[config.mk]
export PLATFORM = sky130hd
export DESIGN_NAME = imem_fetch_resp
export DESIGN_NICKNAME = d
export VERILOG_FILES = /design/src/rtl/imem_fetch_resp.sv
export SDC_FILE = /design/constraint.sdc
export NUM_CORES = 1
export LEC_CHECK = 0
export ABC_AREA = 1
export CORE_MARGIN = 3
export CORE_UTILIZATION = 46
export CTS_CLUSTER_SIZE = 24
export DETAILED_ROUTE_END_ITERATION = 7
export PLACE_DENSITY_LB_ADDON = 0.2
export SKIP_LAST_GASP = 1
export SYNTH_ARGS = -nofsm -noshare
export SYNTH_HDL_FRONTEND = slang
export SYNTH_SLANG_ARGS = --single-unit
[constraint.sdc]
create_clock -name i_clk -period 4.65 [get_ports i_clk]
set_clock_uncertainty 0.15 [all_clocks]
set_input_delay 0.6975 -clock i_clk [delete_from_list [all_inputs] [get_ports i_clk]]
set_output_delay 0.6975 -clock i_clk [all_outputs]
set_load 0.02 [all_outputs]
[src/rtl/imem_fetch_resp.sv]
`default_nettype none
// ============================================================================
// Module   : imem_fetch_resp
// Purpose  : Instruction-fetch responder. Reads the word at the current PC
//            over a req/ack memory port, presents it to decode, and holds
//            the PC register (o_stall) until decode takes the instruction.
//            A redirect (i_flush) never withdraws an in-flight request: the
//            read is allowed to finish and its data is thrown away.
// Ports    : i_clk, i_reset       - clock / synchronous active-high reset
//            i_pc                 - current PC from the PC register
//            i_flush              - redirect, PC loads a new target next edge
//            i_id_stall           - decode cannot accept this cycle
//            o_stall              - hold the PC register (combinational)
//            o_instr, o_instr_valid, o_instr_pc - instruction to decode
//            o_mem_req, o_mem_addr, i_mem_ack, i_mem_rdata - memory port
//            o_fetch_cnt          - instructions delivered to decode
// Revision : 1.0 - initial release
// ============================================================================
module imem_fetch_resp #(
  parameter int unsigned          ADDR_W    = 32,
  parameter int unsigned          DATA_W    = 32,
  parameter logic [DATA_W-1:0]    NOP_INSTR = 32'h0000_0013
) (
  input  logic              i_clk,
  input  logic              i_reset,
  input  logic [ADDR_W-1:0] i_pc,
  input  logic              i_flush,
  input  logic              i_id_stall,
  output logic              o_stall,
  output logic [DATA_W-1:0] o_instr,
  output logic              o_instr_valid,
  output logic [ADDR_W-1:0] o_instr_pc,
  output logic              o_mem_req,
  output logic [ADDR_W-1:0] o_mem_addr,
  input  logic              i_mem_ack,
  input  logic [DATA_W-1:0] i_mem_rdata,
  output logic [31:0]       o_fetch_cnt
);

  typedef enum logic [1:0] {
    S_ISSUE = 2'd0,
    S_REQ   = 2'd1,
    S_VALID = 2'd2,
    S_DROP  = 2'd3
  } state_t;

  state_t            state_q;
  logic              mem_req_q;
  logic [ADDR_W-1:0] mem_addr_q;
  logic [DATA_W-1:0] instr_q;
  logic              instr_valid_q;
  logic [ADDR_W-1:0] instr_pc_q;
  logic [31:0]       fetch_cnt_q;

  always_ff @(posedge i_clk) begin
    if (i_reset) begin
      state_q       <= S_ISSUE;
      mem_req_q     <= 1'b0;
      mem_addr_q    <= '0;
      instr_q       <= NOP_INSTR;
      instr_valid_q <= 1'b0;
      instr_pc_q    <= '0;
      fetch_cnt_q   <= '0;
    end else begin
      case (state_q)
        S_ISSUE: begin
          // During a flush i_pc is about to be replaced, so wait for the
          // redirect target before issuing.
          if (!i_flush) begin
            mem_req_q  <= 1'b1;
            mem_addr_q <= {i_pc[ADDR_W-1:2], 2'b00};
            instr_pc_q <= i_pc;
            state_q    <= S_REQ;
          end
        end
        S_REQ: begin
          if (i_mem_ack) begin
            mem_req_q <= 1'b0;
            if (i_flush) begin
              state_q <= S_ISSUE;
            end else begin
              instr_q       <= i_mem_rdata;
              instr_valid_q <= 1'b1;
              state_q       <= S_VALID;
            end
          end else if (i_flush) begin
            // Request stays up; the eventual data is discarded in DROP.
            state_q <= S_DROP;
          end
        end
        S_VALID: begin
          // Flush takes priority over a simultaneous consume.
          if (i_flush) begin
            instr_valid_q <= 1'b0;
            instr_q       <= NOP_INSTR;
            state_q       <= S_ISSUE;
          end else if (!i_id_stall) begin
            instr_valid_q <= 1'b0;
            fetch_cnt_q   <= fetch_cnt_q + 32'd1;
            state_q       <= S_ISSUE;
          end
        end
        S_DROP: begin
          if (i_mem_ack) begin
            mem_req_q <= 1'b0;
            state_q   <= S_ISSUE;
          end
        end
        default: state_q <= S_ISSUE;
      endcase
    end
  end

  // Flush always lets the PC load its redirect target; otherwise the PC
  // advances only on the cycle decode consumes the instruction.
  assign o_stall = i_reset |
                   (~i_flush & ~((state_q == S_VALID) & ~i_id_stall));

  assign o_instr       = instr_q;
  assign o_instr_valid = instr_valid_q;
  assign o_instr_pc    = instr_pc_q;
  assign o_mem_req     = mem_req_q;
  assign o_mem_addr    = mem_addr_q;
  assign o_fetch_cnt   = fetch_cnt_q;

endmodule
`default_nettype wire

==> impl_results.md <==
* Placed Area at 6330 um^2
* Die Area at 11100 um^2
* Final worst path period share at 72.7%
* Die span in x at 105 um
* CTS tree: yes
* CTS Buffer Depth at 2
* Clock sinks at 100
* WL/cell at 14.2 um
* Dpl hpwl at 9.70 mm
* Number of synthesized flops with an enable pin at 0
* Initial DRC count at 218
* Htree depth at 3
* Worst VDD drop at 0.253 mV
* Worst-skew pair later-pin latency at 350 ps
* Avg Synthesized Cell Area at 7.11 um^2
* Synth-to-Final Area Change at 43.9%
* Post-CTS Setup Inserts at 0
* Hold Path Sink: o_instr[4]$_SDFFE_PP1P_
* Clock root cell: clkbuf_8
* Setup TNS at 0 ps
* Crit path DAT at 2530 ps
* Critical Path Sink Type: output port
* Lkg Pwr at 2.38 nW
* Number of global-route vias before repair at 4475
* Synthesized cell area at 4540 um^2
* Via count at 4703
* Post-CTS Resized at 0
* Fin util at 69.4%
* Synth warn at 0
* Cell taking the most area after synthesis: dfxtp_1
* Final Max Tran Viols at 0
* Most used DFF post-synth: dfxtp_1
* Ant diodes at 0
* Drt drc at 0
* Post-Syn Instances at 639
* Max-cap violations at 0
* Netlist cell types at 31
* Pin count of the biggest net entering global routing at 59
* Final instance area at 6530 um^2
* Synthesized flop and latch total at 100
* Count of final hold-check violations at 0
* Post-synthesis sequential area ratio at 44.1%
* First-pass GRT wire length at 21.4 mm
* Hold slack at 316 ps
* R2r endpoint: o_instr[16]$_SDFFE_PP0P_
* Most frequent cells in the layout: clkdlybuf4s50_1 (197), nor2_1 (135), nand2_1 (126), dfxtp_1 (100), nand3_1 (47)
* Hold Crit Class: flip-flop to flip-flop
* GRT overflow at 0
* I/O pin count at 200
* Starting Density at 48.2%
* WHS Path Cells at 2
* Cell Rows at 35
* Post-synth top area share at 44.1%
* Final setup fails at 0
* Initial antenna violation count at 0
* Detailed-router iteration count before antenna repair at 5
* Synth top area cells: dfxtp_1 (44%), nor2_1 (11%), nand2_1 (10%)
* Chip height at 105 um
* Placed insts at 911
* Ys async rst share at 0%
* Slew HR at 33.7%
* Hold buffer count at cts at 0
* PortBufs at 197
* Fmax achieved at 296 MHz
* WS Path Type: flip-flop to output port
* Nets@finish at 863
* Avg Vias per Cell at 5.07
* Outcome: finished, final reports clean
* Worst slack at placement at 1420 ps
* R2R depth at 6
* CTS buffer count at 9
* RSZ-0062 raised after global routing: false
* Non-Filler Instances at 927
* Worst setup SP type: flip-flop
* Pwr/cell area at 401 nW/um^2
* CP required at 3800 ps
* Gr usage total at 23.3%
* Final setup margin at 1270 ps
* DRT antenna net count at 0
* Share of cells above drive strength 1 at 4.89%
* Reg clk slew, reported paths at 100 ps
* Hold path startpoint: o_instr[4]$_SDFFE_PP1P_
* Final min period at 3380 ps
* R2R Setup Slk at 2190 ps
* RR Startpoint: state_q[0]$_SDFFE_PP0P_
* Gpl congestion at 0.858
* Final WL at 13.1 mm
* Worst Max-Slew Pin Slew at 993 ps
* Critical path peak fanout at 31
* Most common cell after layout, fill and taps aside: clkdlybuf4s50_1
* Core Footprint at 9420 um^2
* Pwr Total at 2.62 mW
-- registers in the layout (all words and copies together), names as in the netlist --
signal and count:
state_q 2, o_fetch_cnt 32, o_mem_req 1, o_instr 32, o_instr_valid 1, o_instr_pc 32
-- cell type report --
| cell class | count | area [um^2] |
|---|---|---|
| clock buffers | 9 | 124 |
| clock inverters | 7 | 82.6 |
| fillers | 787 | 2880 |
| inverters | 41 | 154 |
| multi-input cells | 441 | 2020 |
| flip-flops and latches | 100 | 2000 |
| well taps | 129 | 161 |
| repair buffers | 200 | 1990 |
-- report_power, final --
group,internal [mW],switching [mW]
clock,0.258,0.322
sequential,0.977,0.0932
combinational,0.426,0.546
total,1.66,0.961
-- cell families after synthesis --
group	count (synthesis)	synth area share, %
AO/OA/AOI/OAI	89	9.92
adder cells (fa/ha/maj)	1	0.276
AND/OR/NAND/NOR	346	33.4
other	1	0.0826
buffers and inverters	99	11.7
flip-flops	100	44.1
XOR/XNOR	3	0.579
-- metal layers --
| metal | share of wire (%) | GRT usage (%) |
|---|---|---|
| met1 | 42 | 28.6 |
| met2 | 47 | 39.3 |
| met3 | 8.7 | 6.25 |
| met4 | 1.8 | 8.06 |
| met5 | 0 | 0 |
-- synth_stat cells (2+ instances only) --
cell type,count
inv_2,3
dfxtp_1,100
and2_1,3
o21ai_0,41
nand3_2,2
xor2_1,2
nand3_1,47
nor2_1,136
inv_1,38
nand2_1,126
nand4_1,10
and3_1,2
nor3b_1,2
buf_2,6
buf_4,32
clkbuf_1,15
nor2_4,6
nor3_1,4
nand2_2,4
buf_6,4
a21oi_1,46
-- how the worst max path moves through the flow --
| stage | start | endpoint | slack, ps | cells after the start |
|---|---|---|---|---|
| finish | state_q[0]$_SDFFE_PP0P_ | o_stall | 1270 | 5 |
| global route | state_q[0]$_SDFFE_PP0P_ | o_stall | 1100 | 5 |
| CTS | state_q[0]$_SDFFE_PP0P_ | o_stall | 1290 | 5 |
| detailed placement | i_flush | o_instr[16]$_SDFFE_PP0P_ | 1420 | 7 |
| global placement | i_flush | o_instr[12]$_SDFFE_PP0P_ | 1560 | 7 |
| floorplan | i_reset | o_stall | 2300 | 4 |
-- critical path: stages, from the launching register on --
cell	delay, ps
dfxtp_1	540
nor2_8	80
inv_1	650
o21ai_0	180
nand2_1	120
clkdlybuf4s50_1	610
Note: power is estimated with default switching activity, not from simulation.
